## src/rtl/counter_tdc.sv

```systemverilog
// Counter-based TDC: measures rising-edge distance between ref_in and fb_in in clk
// cycles, reporting a saturated magnitude plus which edge came first.

module counter_tdc_edge #(
  parameter int STAGES = 2
) (
  input  logic clk,
  input  logic rstn,
  input  logic din,
  output logic rise
);
  logic [STAGES-1:0] sync_pipe;
  logic              hist;

  always_ff @(posedge clk or posedge rstn) begin
    if (rstn) begin
      sync_pipe <= '0;
      hist      <= 1'b0;
    end else begin
      sync_pipe <= {sync_pipe[STAGES-2:0], din};
      hist      <= sync_pipe[STAGES-1];
    end
  end

  assign rise = sync_pipe[STAGES-1] & ~hist;
endmodule

module counter_tdc #(
  parameter int inout_width = 8,
  parameter int sync_stages = 2,
  parameter int timeout     = 1023
) (
  input  logic                   clk,
  input  logic                   rstn,
  input  logic                   ref_in,
  input  logic                   fb_in,
  output logic [inout_width-1:0] tdc_code,
  output logic                   lead,
  output logic                   code_valid
);
  localparam int CW = $clog2(timeout + 1);
  localparam logic [inout_width-1:0] MAXC = '1;

  typedef enum logic [1:0] {IDLE, REF_FIRST, FB_FIRST} state_t;

  state_t                 state, state_nx;
  logic [CW-1:0]          cnt, cnt_nx;
  logic                   emit, lead_nx;
  logic [inout_width-1:0] code_nx, cnt_sat;
  logic [1:0]             pins, rise;
  logic                   ref_rise, fb_rise;

  // lane 0 = ref, lane 1 = fb
  assign pins = {fb_in, ref_in};

  for (genvar i = 0; i < 2; i++) begin : g_edge
    counter_tdc_edge #(.STAGES(sync_stages)) u_edge (
      .clk  (clk),
      .rstn (rstn),
      .din  (pins[i]),
      .rise (rise[i])
    );
  end

  assign ref_rise = rise[0];
  assign fb_rise  = rise[1];

  always_comb begin
    logic [31:0] cnt32;
    cnt32   = 32'(cnt);
    cnt_sat = (cnt32 > 32'(MAXC)) ? MAXC : cnt32[inout_width-1:0];
  end

  always_comb begin
    state_nx = state;
    cnt_nx   = cnt;
    emit     = 1'b0;
    code_nx  = '0;
    lead_nx  = 1'b0;
    case (state)
      IDLE: begin
        if (ref_rise && fb_rise) begin
          emit = 1'b1;
        end else if (ref_rise) begin
          cnt_nx   = CW'(1);
          state_nx = REF_FIRST;
        end else if (fb_rise) begin
          cnt_nx   = CW'(1);
          state_nx = FB_FIRST;
        end
      end
      REF_FIRST: begin
        if (fb_rise) begin
          emit    = 1'b1;
          code_nx = cnt_sat;
          if (ref_rise) begin
            cnt_nx = CW'(1);
          end else begin
            cnt_nx   = '0;
            state_nx = IDLE;
          end
        end else if (ref_rise) begin
          // second ref edge with no fb in between: report a slip, restart on it
          emit    = 1'b1;
          code_nx = MAXC;
          cnt_nx  = CW'(1);
        end else if (cnt == CW'(timeout)) begin
          emit     = 1'b1;
          code_nx  = MAXC;
          cnt_nx   = '0;
          state_nx = IDLE;
        end else begin
          cnt_nx = cnt + CW'(1);
        end
      end
      FB_FIRST: begin
        lead_nx = 1'b1;
        if (ref_rise) begin
          emit    = 1'b1;
          code_nx = cnt_sat;
          if (fb_rise) begin
            cnt_nx = CW'(1);
          end else begin
            cnt_nx   = '0;
            state_nx = IDLE;
          end
        end else if (fb_rise) begin
          emit    = 1'b1;
          code_nx = MAXC;
          cnt_nx  = CW'(1);
        end else if (cnt == CW'(timeout)) begin
          emit     = 1'b1;
          code_nx  = MAXC;
          cnt_nx   = '0;
          state_nx = IDLE;
        end else begin
          cnt_nx = cnt + CW'(1);
        end
      end
      default: begin
        state_nx = IDLE;
        cnt_nx   = '0;
      end
    endcase
  end

  always_ff @(posedge clk or posedge rstn) begin
    if (rstn) begin
      state      <= IDLE;
      cnt        <= '0;
      tdc_code   <= '0;
      lead       <= 1'b0;
      code_valid <= 1'b0;
    end else begin
      state      <= state_nx;
      cnt        <= cnt_nx;
      code_valid <= emit;
      if (emit) begin
        tdc_code <= code_nx;
        lead     <= lead_nx;
      end
    end
  end
endmodule

```

## config.mk

```make
export PLATFORM = sky130hd
export DESIGN_NAME = counter_tdc
export DESIGN_NICKNAME = d
export VERILOG_FILES = /design/src/rtl/counter_tdc.sv
export SDC_FILE = /design/constraint.sdc
export NUM_CORES = 1
export LEC_CHECK = 0
export ABC_AREA = 1
export BUFFER_PORTS_ARGS = -buffer_cell sky130_fd_sc_hd__clkbuf_2
export CORE_MARGIN = 3
export CORE_UTILIZATION = 55
export CTS_CLUSTER_SIZE = 40
export DETAILED_ROUTE_END_ITERATION = 16
export MAX_ROUTING_LAYER = met4
export PLACE_DENSITY = 0.75
export SETUP_SLACK_MARGIN = 0.5
export SLEW_MARGIN = 20
export SYNTH_ARGS = -nofsm -noshare
export SYNTH_HDL_FRONTEND = slang
export SYNTH_SLANG_ARGS = --single-unit
```

## constraint.sdc

```tcl
create_clock -name clk -period 1.95 [get_ports clk]
set_input_delay 0.39 -clock clk [delete_from_list [all_inputs] [get_ports clk]]
set_output_delay 0.39 -clock clk [all_outputs]
set_load 0.005 [all_outputs]
```

# Yosys cells after proc, flatten, opt, wreduce, memory -nomap -nowiden
# Cells that the tools add are included.
[op_classes]
n_addsub = 1
n_mux = 37
reduce_logical = 4
order_cmp = 1
bitwise_logic = 4
eq_ne = 7
[op_table]
columns = ["cell", "count"]
rows = [
  ["10-bit two-way mux", 8],
  ["8-bit two-way mux", 6],
  ["10-bit one-hot mux with 3 select lines", 1],
  ["2-bit two-way mux", 10],
  ["8-bit one-hot mux with 2 select lines", 1],
  ["10-bit by 1-bit adder with 10-bit output, second input constant", 1],
  ["10-bit equality test, second input constant", 1],
  ["10-bit by 8-bit > comparator with 1-bit output, second input constant", 1],
  ["1-bit two-way mux", 9],
  ["2-bit inequality test, second input constant", 3],
  ["2-bit one-hot mux with 3 select lines", 1],
  ["4-bit AND reduction", 1],
  ["3-bit inequality test, second input constant", 1],
  ["1-bit one-hot mux with 3 select lines", 1],
  ["1-bit AND", 2],
  ["2-bit by 1-bit equality test with 1-bit output, second input constant", 1],
  ["2-bit equality test, second input constant", 1],
  ["2-bit logical NOT", 1],
  ["1-bit inverter", 2],
  ["2-bit AND reduction", 1],
  ["1-bit logical AND", 1],
]
[totals]
inputBits = 4
out_inout_bits = 10
elab_cells = 63
reg_bits = 28

# Logic depth before layout (Yosys ltp)
[logic_depth]
depth_word = 6
depth_mapped = 9
mapped_depth_nobuf = 9

# Hierarchy
# From an unflattened synthesis, not the netlist that was laid out.
[unflattened]
hier_cells = 193
area_unflattened_um2 = 1560.2
[modules_own_cells]
columns = ["module", "cells_per_inst", "n_inst", "area_each_um2", "seq_area_each_um2"]
rows = [
  ["counter_tdc", 181, 1, 1382.6, 550.5],
  ["counter_tdc_edge", 6, 2, 88.8, 75.1],
]

# Least setup slack after synthesis
# No wires, ideal clock.
[synth_path]
kind = "register to register"
start = "register state[0]"
end = "register tdc_code[0]"
n_path_buf = 0
t_arrival_ns = 1.405
path_slack_ns = 0.428
required_time_ns = 1.832
period_less_slack_ns = 1.522
setup_ns = 0.118
path_stages_with_launch = 9
cell_sequence = "dfrtp_1 inv_1 ha_1 nor2_1 nor2_1 nand2_4 nand2_8 nand3_1 nand2_1"
[synth_between]
elab_chain_len = 2
elab_cells_between_ends = 5
cone_classes = "2 x eq/ne; 2 x mux; 1 x reduce/logical"
[synth_lines]
columns = ["item", "line_no", "text"]
rows = [
  ["from (decl)", "46", "state_t state, state_nx;"],
  ["from (signal assigned)", "155", "state <= state_nx;"],
  ["2-bit equality test, or another cell as far along", "80", "case (state)"],
  ["1-bit one-hot mux with 3 select lines (*)", "80", ""],
  ["named net emit", "48", "logic emit, lead_nx;"],
  ["to (signal assigned)", "159", "tdc_code <= code_nx;"],
  ["to (decl)", "37", "output logic [inout_width-1:0] tdc_code,"],
]
# The timed path passes the listed nets; every way through them passes the cells marked *.
# A chain may end at the register's enable or synchronous reset.

# Worst setup path in the final report
[layout_path]
start = "register state[1]"
end = "register state[1]"
[layout_between]
elab_chain_len = 4
elab_cells_between_ends = 14
cone_classes = "6 x eq/ne; 6 x mux; 2 x reduce/logical"
[layout_lines]
columns = ["item", "line_no"]
rows = [
  ["2-bit two-way mux", "--"],
  ["2-bit two-way mux (on tied branches) (2 in series)", "--"],
  ["2-bit one-hot mux with 3 select lines", "80"],
]
# Several ways; a longest one is shown, not always the timed one. The select of a mux whose other input is x is not followed.

==> flow_metrics.tcl <==
set metrics [dict create \
    final_max_slew_viol_count 0 \
    ys_ff_latch 28 \
    cts_made_buffers 3 \
    maxSlewHeadroom_pct 76.5 \
    num_antenna_cells 0 \
    grt_setup_unrepaired "yes" \
    setup_ws_ns 0.328 \
    cpPeakStageDelay_ns 0.46 \
    port_buffers 13 \
    clock-root-buffer "clkbuf_4" \
    yosys-top-cells-area "dfrtp_1 45%, nand2_1 13%, nand3_1 8.3%" \
    num-fill-cells 147 \
    routed_wl_mm 4.56 \
    hold_viol 0 \
    clock_path_buffers 2 \
    drive_above_1_share_pct 36.8 \
    ys.warnings.count 0 \
    grt_first_pass_wirelength_mm 6.27 \
    cp_num_buf_inv 2 \
    crit_chain "inv_2 -> buf_4 -> ha_4 -> nand2_1 -> nand2_1 -> nand2_1 -> o21ai_0 -> nand2_1 -> nand2_1" \
    synth_area_mm2 0.00156 \
    pre_cts_slack_ns 0.180 \
    fp.dieW_um 59.3 \
    synth.distinct_cells 20 \
    power_w 0.00275 \
    clk_latency_ns 0.34 \
    yosys.area.top_type "dfrtp_1" \
    cts_tree "built" \
    cap_violations 0 \
    finalCritPeriodShare_pct 83.2 \
    worstSetupPathType "register to register" \
    cts.htree.levels 1 \
    avgSynthCellArea_um2 7.63 \
    setup_viol 0 \
    num_rows 18 \
    rrSetupSlack_ns 0.33 \
    r2r-end "state[1]$_DFFE_PP0P_" \
    placeableCoreArea_mm2 0.00259 \
    routed_via_density 5.95 \
    gr-total-overflow 0 \
    synth_top_area_share_pct 44.8 \
    vias 1618 \
    setup_tns_ns 0 \
    status "complete, no violations" \
    power_density_mw_per_mm2 1310 \
    ys_seq_area_share_pct 44.8 \
    path_max_fanout 4 \
    tightest_slew_ns 0.352 \
    worstSetupEndpointType "register" \
    area_growth_pct 34.7 \
    gp_congestion 0.935 \
    instances_no_fill 272 \
    setup.worst_path.start_class "register" \
    setup.worst_path.start "state[1]$_DFFE_PP0P_" \
    worst_hold_slack_ns 0.0690 \
    grt_pass1_vias 1420 \
    grt_use_total_pct 24.0 \
    hpwl_mm 2.29 \
    drtIter0Drc 136 \
    remaining_drc_errors 0 \
    regToRegStartpoint "state[1]$_DFFE_PP0P_" \
    first_pass_iters 6 \
    fp.dieH_um 59.3 \
    skew_ns 0.00175 \
    pin_count 14 \
    cp_top_family "simple AND/OR/NAND/NOR gates" \
    leakage_nw 1.03 \
    slowest_stage "dfrtp_1" \
    fmax_mhz 616 \
    syn_inst 205 \
    grt_max_degree 29 \
    dp.cells 247 \
    initial_core_util_pct 60.4 \
    reg2reg_depth 9 \
    irDropWorstVdd_uv 1150 \
    design.die.area_mm2 0.00352 \
    antenna_found_initial 0 \
    clkSinkCount 28 \
    path_clk_slew_ns 0.15 \
    cp_common_cell "nand2_1" \
    wire_per_inst_um 16.8 \
    hold_path.class "primary input to async pin" \
    postRouteAntennaNets 0 \
    required_ns 2.24 \
    fin_nets 252 \
    crit_arrival_ns 1.91 \
    synth_fp_nets 214 \
    min_period_ns 1.62 \
]
==> per-stage QoR <==
step | area (um2) | utilization, %
2_1_floorplan | 1570 | -
3_5_place_dp | 1660 | 64.2
4_1_cts | 1870 | 72.1
5_1_grt | 2110 | 81.4
6_report | 2110 | 81.4
3_3_place_gp | 1660 | 64.2
==> power by group <==
group          switching (W)  internal [W]  leakage, nW
Combinational       0.000913      0.000645        0.632
Clock               0.000176      0.000208       0.0279
Sequential         0.0000966      0.000714        0.367
==> synthesized netlist by cell type <==
cell type / count
nand2_4: 1
nor3_1: 2
or2_1: 1
nand4_1: 5
nand3_1: 26
inv_1: 26
xnor2_1: 1
ha_1: 5
nand2_2: 3
nor2_4: 3
nand2_8: 1
nand2_1: 54
buf_2: 2
dfrtp_1: 28
inv_2: 2
buf_6: 1
a21oi_1: 3
nor2_1: 23
o21ai_0: 16
nand3_2: 2
==> state kept, by name, summed over array words and instances, names as in the netlist <==
register / flops
g_edge.u_edge.hist: 2
lead: 1
cnt: 10
g_edge.u_edge.sync_pipe: 4
state: 2
code_valid: 1
tdc_code: 8
==> worst register-to-register path, delay by kind of cell, from the launching register on <==
kind	cells	cell delay (ns)
simple gates	5	0.52
fa+ha+maj	1	0.15
buf+inv	2	0.25
compound gates	1	0.18
flops	1	0.46
==> cells in the final DEF (no fill, tap or decap), drive strengths merged <==
cell type / Yosys / routed
ha: 5 / 5
or2: 1 / 2
bufinv: 0 / 1
o21ai: 16 / 16
dfrtp: 28 / 28
nor3: 2 / 2
xnor2: 1 / 1
nor2: 26 / 26
buf: 3 / 20
nand4: 5 / 5
nand3: 28 / 28
clkbuf: 0 / 16
inv: 28 / 28
a21oi: 3 / 3
nand2: 59 / 61
==> worst max-delay path by stage <==
stage / slack, ns / depth (start not counted) / endpoint
after floorplan: 0.50 / 9 / cnt[2]$_DFFE_PP0P_
after global placement: 0.25 / 9 / cnt[8]$_DFFE_PP0P_
after CTS: 0.46 / 7 / cnt[7]$_DFFE_PP0P_
final: 0.33 / 9 / state[1]$_DFFE_PP0P_
after global routing: 0.25 / 9 / state[1]$_DFFE_PP0P_
after detailed placement: 0.18 / 9 / cnt[6]$_DFFE_PP0P_
==> per-layer routing <==
| metal | track usage (%) | wire, um |
|---|---|---|
| met1 | 30.1 | 1760 |
| met2 | 37.1 | 2270 |
| met3 | 3.92 | 319 |
| met4 | 12.3 | 219 |
| met5 | - | 0 |
==> area by class of cell <==
cell class | count | area, um2 | share of cell area, %
Tap cell | 30 | 37.5 | 1.78
Clock buffer | 3 | 22.5 | 1.07
Clock inverter | 1 | 30.0 | 1.43
Multi-Input combinational cell | 149 | 978 | 46.4
Sequential cell | 28 | 701 | 33.3
Inverter | 28 | 108 | 5.11
Timing Repair Buffer | 33 | 230 | 10.9
==> cells by family (layout without fill, tap and decap cells) <==
kind of cell,Yosys count,after routing,synth area share [%]
and+or+nand+nor,121,124,36.5
AOI/OAI and AO/OA,19,19,6.08
xor gates and xnor gates,1,1,0.560
buffers and inverters,31,65,8.08
DFF,28,28,44.8
adders and majority gates,5,5,4.00
==> repair_timing <==
action / CTS / global route
gates resized for setup: 20 / 44
setup buffers: 9 / 9
setup endpoints to repair: 22 / 22
gates cloned: 2 / 1
pin swaps: 10 / 20
hold buffers: 0 / 0
Note: power is estimated with default switching activity, not from simulation.
